## config.mk

```make
export PLATFORM = sky130hd
export DESIGN_NAME = io_port_router
export DESIGN_NICKNAME = d
export VERILOG_FILES = /design/src/rtl/io_router_pkg.sv /design/src/rtl/io_port_match.sv /design/src/rtl/io_port_router.sv
export SDC_FILE = /design/constraint.sdc
export NUM_CORES = 1
export LEC_CHECK = 0
export CORE_AREA = 4 4 127 129
export DETAILED_ROUTE_END_ITERATION = 10
export DIE_AREA = 0 0 131 133
export DONT_BUFFER_PORTS = 1
export GPL_TIMING_DRIVEN = 0
export HOLD_SLACK_MARGIN = 0.05
export PLACE_DENSITY = 0.5
export SETUP_SLACK_MARGIN = 0.15
export SYNTH_ARGS = -nofsm -noshare
export SYNTH_HDL_FRONTEND = slang
export SYNTH_HIERARCHICAL = 1
export SYNTH_SLANG_ARGS = --single-unit
```

## constraint.sdc

```tcl
create_clock -name clk -period 2.8 [get_ports clk]
set_input_delay 0.56 -clock clk [delete_from_list [all_inputs] [get_ports clk]]
set_output_delay 0.56 -clock clk [all_outputs]
set_load 0.005 [all_outputs]
```

## src/rtl/io_router_pkg.sv

```systemverilog
// Shared types and helpers for the IO port router and its address matcher.
package io_router_pkg;

  typedef enum logic [2:0] {
    IDLE,
    DECODE,
    ACTIVE,
    COMPLETE,
    GAP
  } state_t;

  typedef logic [15:0] port_t;

  localparam port_t OPEN_BUS_DEFAULT = 16'hFFFF;

  // CPU word address [19:1] to a byte port; bits [19:16] are not decoded.
  function automatic port_t port_of(input logic [19:1] addr);
    return {addr[15:1], 1'b0};
  endfunction

  // Port bit 0 never takes part in the compare; a zero mask disables the window.
  function automatic logic window_hit(input port_t port, input port_t base, input port_t mask);
    return (mask != '0) && (((port ^ base) & mask & 16'hFFFE) == '0);
  endfunction

endpackage

```

## src/rtl/io_port_match.sv

```systemverilog
// Combinational window matcher: finds the lowest-index device whose base/mask
// window contains the latched port.
module io_port_match
  import io_router_pkg::*;
#(
  parameter int                    NUM_DEV  = 16,
  parameter int                    IDX_W    = 4,
  parameter logic [NUM_DEV*16-1:0] DEV_BASE = '0,
  parameter logic [NUM_DEV*16-1:0] DEV_MASK = '0
) (
  input  logic [15:0]      port,
  output logic             hit,
  output logic [IDX_W-1:0] idx
);

  // Scan from the top so the lowest matching index is the one left standing.
  always_comb begin
    hit = 1'b0;
    idx = '0;
    for (int i = NUM_DEV - 1; i >= 0; i--) begin
      if (window_hit(port, DEV_BASE[i*16 +: 16], DEV_MASK[i*16 +: 16])) begin
        hit = 1'b1;
        idx = IDX_W'(i);
      end
    end
  end

endmodule

```

## src/rtl/io_port_router.sv

```systemverilog
// Registered IO port router: decodes CPU IO cycles onto one-hot device strobes
// and always completes the cycle. Optional trace outputs: IO_ROUTER_TRACE_EN.
module io_port_router
  import io_router_pkg::*;
#(
  parameter int                    NUM_DEV  = 16,
  parameter logic [NUM_DEV*16-1:0] DEV_BASE = '0,
  parameter logic [NUM_DEV*16-1:0] DEV_MASK = '0,
  parameter int                    TIMEOUT  = 15,
  parameter logic [15:0]           OPEN_BUS = OPEN_BUS_DEFAULT
) (
  input  logic                    clk,
  input  logic                    reset,
  input  logic                    d_io,
  input  logic                    data_m_access,
  input  logic [19:1]             data_m_addr,
  output logic                    data_m_ack,
  output logic [15:0]             data_m_data_in,
  output logic [NUM_DEV-1:0]      dev_sel,
  input  logic [NUM_DEV-1:0]      dev_ack,
  input  logic [NUM_DEV*16-1:0]   dev_data,
  output logic                    busy,
  output logic                    timeout_pulse
`ifdef IO_ROUTER_TRACE_EN
  ,
  output logic [15:0]             last_miss_port,
  output logic [15:0]             miss_count
`endif
);

  localparam int IDX_W = (NUM_DEV > 1) ? $clog2(NUM_DEV) : 1;
  localparam int CNT_W = $clog2(TIMEOUT);

  state_t             state_q;
  state_t             state_d;
  logic [15:0]        port_p0;
  logic [IDX_W-1:0]   win_p0;
  logic [CNT_W-1:0]   cnt_p0;

  logic               hit;
  logic [IDX_W-1:0]   match_idx;
  logic               start;
  logic               win_ack;
  logic               tmo;
  logic [15:0]        win_data;

  logic [NUM_DEV-1:0] sel_nxt;
  logic               ack_nxt;
  logic               pulse_nxt;
  logic [15:0]        rdata_nxt;

  assign start    = data_m_access && d_io;
  assign win_ack  = dev_ack[win_p0];
  assign win_data = dev_data[int'(win_p0)*16 +: 16];
  assign tmo      = (cnt_p0 == CNT_W'(TIMEOUT - 1));

  io_port_match #(
    .NUM_DEV  (NUM_DEV),
    .IDX_W    (IDX_W),
    .DEV_BASE (DEV_BASE),
    .DEV_MASK (DEV_MASK)
  ) u_match (
    .port (port_p0),
    .hit  (hit),
    .idx  (match_idx)
  );

  always_ff @(posedge clk) begin
    if (reset) begin
      state_q <= IDLE;
    end else begin
      state_q <= state_d;
    end
  end

  always_comb begin
    state_d = state_q;
    unique case (state_q)
      IDLE:     if (start) state_d = DECODE;
      DECODE:   state_d = hit ? ACTIVE : COMPLETE;
      ACTIVE:   if (win_ack || tmo) state_d = COMPLETE;
      COMPLETE: state_d = GAP;
      GAP:      state_d = IDLE;
      default:  state_d = IDLE;
    endcase
  end

  // Outputs are registered: these are the values they take at the next edge.
  // An ack from the winner beats a timeout landing in the same cycle.
  always_comb begin
    busy      = (state_q != IDLE);
    sel_nxt   = '0;
    ack_nxt   = 1'b0;
    pulse_nxt = 1'b0;
    rdata_nxt = data_m_data_in;
    unique case (state_q)
      DECODE: begin
        if (hit) begin
          sel_nxt = NUM_DEV'(1) << match_idx;
        end else begin
          ack_nxt   = 1'b1;
          rdata_nxt = OPEN_BUS;
        end
      end
      ACTIVE: begin
        if (win_ack) begin
          ack_nxt   = 1'b1;
          rdata_nxt = win_data;
        end else if (tmo) begin
          ack_nxt   = 1'b1;
          pulse_nxt = 1'b1;
          rdata_nxt = OPEN_BUS;
        end else begin
          sel_nxt = dev_sel;
        end
      end
      default: ;
    endcase
  end

  // Stage p0: request capture; the port is frozen for the whole transaction.
  always_ff @(posedge clk) begin
    if (state_q == IDLE && start) begin
      port_p0 <= port_of(data_m_addr);
    end
    if (state_q == DECODE) begin
      win_p0 <= match_idx;
    end
  end

  always_ff @(posedge clk) begin
    if (reset) begin
      dev_sel        <= '0;
      data_m_ack     <= 1'b0;
      timeout_pulse  <= 1'b0;
      data_m_data_in <= '0;
      cnt_p0         <= '0;
    end else begin
      dev_sel        <= sel_nxt;
      data_m_ack     <= ack_nxt;
      timeout_pulse  <= pulse_nxt;
      data_m_data_in <= rdata_nxt;
      cnt_p0         <= (state_q == ACTIVE) ? CNT_W'(cnt_p0 + 1'b1) : '0;
    end
  end

`ifdef IO_ROUTER_TRACE_EN
  logic miss_nxt;

  function automatic logic [15:0] sat_inc(input logic [15:0] v);
    return (v == 16'hFFFF) ? v : v + 16'd1;
  endfunction

  assign miss_nxt = (state_q == DECODE && !hit) || pulse_nxt;

  always_ff @(posedge clk) begin
    if (reset) begin
      last_miss_port <= '0;
      miss_count     <= '0;
    end else if (miss_nxt) begin
      last_miss_port <= port_p0;
      miss_count     <= sat_inc(miss_count);
    end
  end
`endif

endmodule
```

==> flow_metrics.tcl, run 1 <==
set metrics [dict create \
    outcome "finished clean" \
    ir_drop_mv 0.226 \
    power_density_nw_per_um2 420 \
    core_area_um2 15000 \
    reg2reg_to "data_m_data_in[4]$_SDFFE_PP0P_" \
    worstPathCellList "buf_2, buf_1, mux4_2, mux2_2, o22ai_1, a211oi_1" \
    clock-sinks 45 \
    hold_viol 0 \
    yosysWarnings 6 \
    dieArea_um2 17400 \
    synth_cells 337 \
    worstPathRequired_ps 2950 \
    slew_violations 0 \
    antenna_found_initial 19 \
    drt_first_pass_iters 4 \
    dp_slack_ps 198 \
    num-fill-cells 1567 \
    clock_latency_ps 290 \
    clockBufferDepth 2 \
    portBuffers 0 \
    critPathCaptureType "flip-flop" \
    track_usage_pct 20.3 \
    hpwl_um 16000 \
    htree_num_levels 2 \
    gp_congestion 0.875 \
    cts_buffers 5 \
    die_y_um 133 \
    die_w_um 131 \
    multi_input_area_um2 2770 \
    cp_max_fo 10 \
    worst-setup-path-type "reg -> reg" \
    slowest_delay_ps 520 \
    overflow 0 \
    setup_tns_ps 0 \
    cap_violations 0 \
    r2r_start "win_p0[1]$_DFFE_PP_" \
    cts_tree "done" \
    worst_pin_slew_ps 641 \
    regArea_um2 941 \
    area_delta_synth_final_pct 10.9 \
    fin_skew_ps 4.47 \
    grt_pass1_vias 3625 \
    start_kind "flip-flop" \
    cp.arrival_ps 2670 \
    synthesis.area_um2 3940 \
    post_cts_resized 0 \
    initial_core_util_pct 26.2 \
    min_period_ps 2520 \
    grt_setup_unrepaired "false" \
    worstHoldPathCells 2 \
    fmax_ghz 0.397 \
    min_from "reset" \
    grt_max_degree 15 \
    rrSetupSlack_ps 280 \
    routed_via_density 6.14 \
    wirelength_um 18500 \
    fin_ws_ps 284 \
    postRouteAntennaNets 0 \
    root_buffer "clkbuf_16" \
    ios 330 \
    num_vias 3357 \
    critPathSlowestCell "buf_1" \
    relSlewSlack_pct 57.2 \
    syn_area_per_cell_um2 11.7 \
    rr_worst_depth 6 \
    grt_pass1_wl_um 25300 \
    drive_gt1_share_pct 40.2 \
    num_rows 45 \
    setup-violations-final 0 \
    p_leak_nw 1.40 \
    post-route-period-util_pct 89.9 \
    min_path_type "in -> reg" \
    cts_hold_buf 0 \
    routedWlPerCell_um 33.9 \
    path_clk_slew_ps 60 \
    drtIter0Drc 188 \
    fin_nets 647 \
    drcViolationCount 0 \
    hold_end "state_q[1]$_SDFFE_PP0P_" \
]
-- cell type report --
type	instances	share of cell area, %
Antenna cell	8	0.458
Buffer	38	5.19
Clock buffer	6	2.95
Clock inverter	2	0.344
Inverter	4	0.344
Multi-Input combinational cell	254	63.4
Sequential cell	45	21.5
Tap cell	188	5.39
Timing Repair Buffer	2	0.344
-- how the worst max path moves through the flow --
stage | start | end | slack, ps | cells after the start
final | win_p0[1]$_DFFE_PP_ | data_m_data_in[4]$_SDFFE_PP0P_ | 280 | 6
after detailed placement | state_q[1]$_SDFFE_PP0P_ | data_m_data_in[9]$_SDFFE_PP0P_ | 200 | 7
after global placement | state_q[1]$_SDFFE_PP0P_ | data_m_data_in[9]$_SDFFE_PP0P_ | 250 | 7
after CTS | state_q[1]$_SDFFE_PP0P_ | data_m_data_in[9]$_SDFFE_PP0P_ | 190 | 7
after floorplan | win_p0[0]$_DFFE_PP_ | data_m_data_in[11]$_SDFFE_PP0P_ | 750 | 7
after global routing | win_p0[1]$_DFFE_PP_ | data_m_data_in[4]$_SDFFE_PP0P_ | 170 | 6
-- flip-flops by register name, summed over array words and instances, names as in the netlist --
| name | flops |
|---|---|
| cnt_p0 | 4 |
| data_m_ack | 1 |
| data_m_data_in | 16 |
| dev_sel | 16 |
| state_q | 3 |
| timeout_pulse | 1 |
| win_p0 | 4 |
-- per-layer routing --
metal	global-route usage [%]	wire [um]
met1	22.6	6190
met5	0	102
met4	3.20	187
met2	32.9	9140
met3	13.3	2920
-- worst max-delay path: cells and delay by family, from the launching register on --
family	cells	cell delay, ps
buffers and inverters	2	840
DFF	1	470
muxes	2	790
AOI/OAI and AO/OA	2	260
-- cell usage in the layout, fill, tap and decap left out, types with 8 or more instances in the layout --
master / n
dfxtp_1: 41
nand4_1: 17
nand3_1: 8
o22ai_1: 16
nor2_1: 23
buf_2: 10
diode_2: 8
a21oi_1: 19
clkbuf_1: 11
mux2_2: 36
a211oi_1: 15
buf_4: 12
mux4_2: 65
nand2_1: 16
-- what timing repair did --
item,4_1_cts,5_1_grt
hold endpoints to repair,0,0
setup buffers,0,2
setup endpoints to repair,0,10
-- power by group --
group          switching (mW)  total, mW  internal (mW)
Sequential             0.0305      0.711          0.681
Combinational           0.244      0.539          0.295
Clock                   0.252      0.583          0.331
Total                   0.527       1.83           1.31
-- through the flow --
step                      instance area [um^2]  hold slack, ps  utilization (%)  cells  power [mW]
after floorplan                           3950             457                -    341        1.15
after global placement                    4190             476             27.9    529        1.26
after detailed placement                  4190             489             27.9    529        1.26
after CTS                                 4330             464             28.8    537        1.85
after global routing                      4360             491             29.0    544        1.93
final                                     4370             465             29.0    547        1.83
No activity file was read; power rests on OpenSTA's default activity.
==> inputs of run 2 (changes only) <==
Settings changed: ABC_AREA set to 1, CORE_AREA 4 4 127 129 to not set, CORE_MARGIN set to 4, CORE_UTILIZATION set to 40, DIE_AREA 0 0 131 133 to not set, PLACE_DENSITY 0.5 to 0.61.
==> run 2 against run 1 <==
Die area shrank 10%. Highest routed layer is now met4. Global-route usage grew 6.8 points. Total power grew 100%. Combinational power grew to 4.2 times the previous value. Area after synthesis grew 39%. Sequential power grew 26%. Critical path depth grew 4. Synthesized cell count grew to 3.2 times the previous value. Register-to-register slack gained 410 ps. Critical endpoint is now data_m_data_in[12]$_SDFFE_PP0P_. Core utilization grew 15 points.
==> flow_metrics.tcl, run 2 <==
set metrics [dict create \
    slew_violations 0 \
    final_util_pct 44.0 \
    setup-violations-final 0 \
    grt_setup_unrepaired "false" \
    routedWlPerCell_um 17.7 \
    postRouteAntennaNets 0 \
    clock-sinks 45 \
    hold_viol 0 \
    die_w_um 125 \
    worstPathRequired_ps 2980 \
    grt_max_degree 14 \
    initial_core_util_pct 41.1 \
    gp_congestion 0.914 \
    drtIter0Drc 451 \
    postCtsSetupBuffers 0 \
    reg_top3 "data_m_data_in (16), dev_sel (16)" \
    outcome "finished clean" \
    cts_hold_buf 0 \
    drt_first_pass_iters 6 \
    fmax_ghz 0.475 \
    core_area_um2 13300 \
    worst_pin_slew_ps 642 \
    fin_skew_ps 2.49 \
    ir_drop_mv 0.331 \
    clock_latency_ps 280 \
    dieArea_um2 15600 \
    num_vias 6490 \
    min_period_ps 2110 \
    clockBufferDepth 2 \
    path_clk_slew_ps 60 \
    num-fill-cells 1598 \
    cp_max_fo 10 \
    drive_gt1_share_pct 7.23 \
    post-route-period-util_pct 75.2 \
    wirelength_um 22600 \
    area_delta_synth_final_pct 7.14 \
    start_kind "flip-flop" \
    post_cts_resized 0 \
    ios 330 \
    setup_tns_ps 0 \
    grt_pass1_wl_um 33500 \
    cap_violations 0 \
    routed_via_density 5.09 \
    cts_buffers 5 \
    fin_ws_ps 693 \
    syn_area_per_cell_um2 5.08 \
    overflow 0 \
    drcViolationCount 0 \
    hpwl_um 19000 \
    yosysWarnings 6 \
    cp.arrival_ps 2290 \
    worst-setup-path-type "reg -> reg" \
    dp_slack_ps 750 \
    total_power_mw 3.72 \
    layout_common_cells "nand2_1 (379), nand3_1 (224), inv_1 (201), nor2_1 (109), dfxtp_1 (41)" \
    antenna_found_initial 7 \
    relSlewSlack_pct 57.2 \
    final_area_um2 5880 \
    fin_nets 1388 \
    grt_pass1_vias 6022 \
    portBuffers 0 \
    post_dp_cell_area_um2 5720 \
    final_common_cell "nand2_1" \
    die_y_um 125 \
    synth_cells 1080 \
    multi_input_area_um2 3330 \
    critPathCaptureType "flip-flop" \
    regArea_um2 941 \
    num_rows 42 \
    htree_num_levels 2 \
    root_buffer "clkbuf_16" \
    p_leak_nw 3.37 \
    synthesis.area_um2 5480 \
    track_usage_pct 27.1 \
    power_density_nw_per_um2 634 \
    cts_tree "done" \
    min_path_type "in -> reg" \
]
[run 2: metal layers]
metal	global-route usage (%)	vias up	share of wire (%)	wire, um
met4	9.57	0	2.9	657
li1	-	3278	-	-
met5	0	-	0	0
met3	5.03	35	7.9	1770
met2	47.7	311	50	11300
met1	33.1	2866	39	8830
[run 2: report_power, final]
part,switching [mW],leakage (nW),internal [mW]
Sequential,0.110,0.370,0.786
Clock,0.230,0.0707,0.328
Combinational,1.51,2.93,0.760
[run 2: critical path: stages (launching register included)]
cell and delay, ps:
edfxtp_1 350, buf_2 210, inv_2 200, buf_1 470
nand3_1 230, nand3_1 170, nand3_1 90, nor2_1 100
nor2_1 60, nand2_1 70, inv_1 30
[run 2: path summary, 6_finish.rpt]
check,depth (start not counted),startpoint,endpoint,slack [ps]
max,10,win_p0[2]$_DFFE_PP_,data_m_data_in[12]$_SDFFE_PP0P_,690
min,1,reset,state_q[2]$_SDFFE_PP0P_,350
max reg2reg,10,win_p0[2]$_DFFE_PP_,data_m_data_in[12]$_SDFFE_PP0P_,690
min reg2reg,1,cnt_p0[0]$_SDFF_PP0_,cnt_p0[0]$_SDFF_PP0_,480
[run 2: final cells by class]
class / count / area share (%)
Clock buffer: 6 / 2.19
Multi-Input combinational cell: 762 / 56.7
Sequential cell: 45 / 16.0
Inverter: 207 / 13.3
Buffer: 70 / 7.58
Clock inverter: 2 / 0.170
Antenna cell: 7 / 0.298
Tap cell: 176 / 3.75
[run 2: stage by stage]
stage | hold WS [ps] | cells
floorplan | 430 | 1084
CTS | 343 | 1268
finish | 351 | 1275
global placement | 449 | 1260
detailed placement | 474 | 1260
global route | 350 | 1275
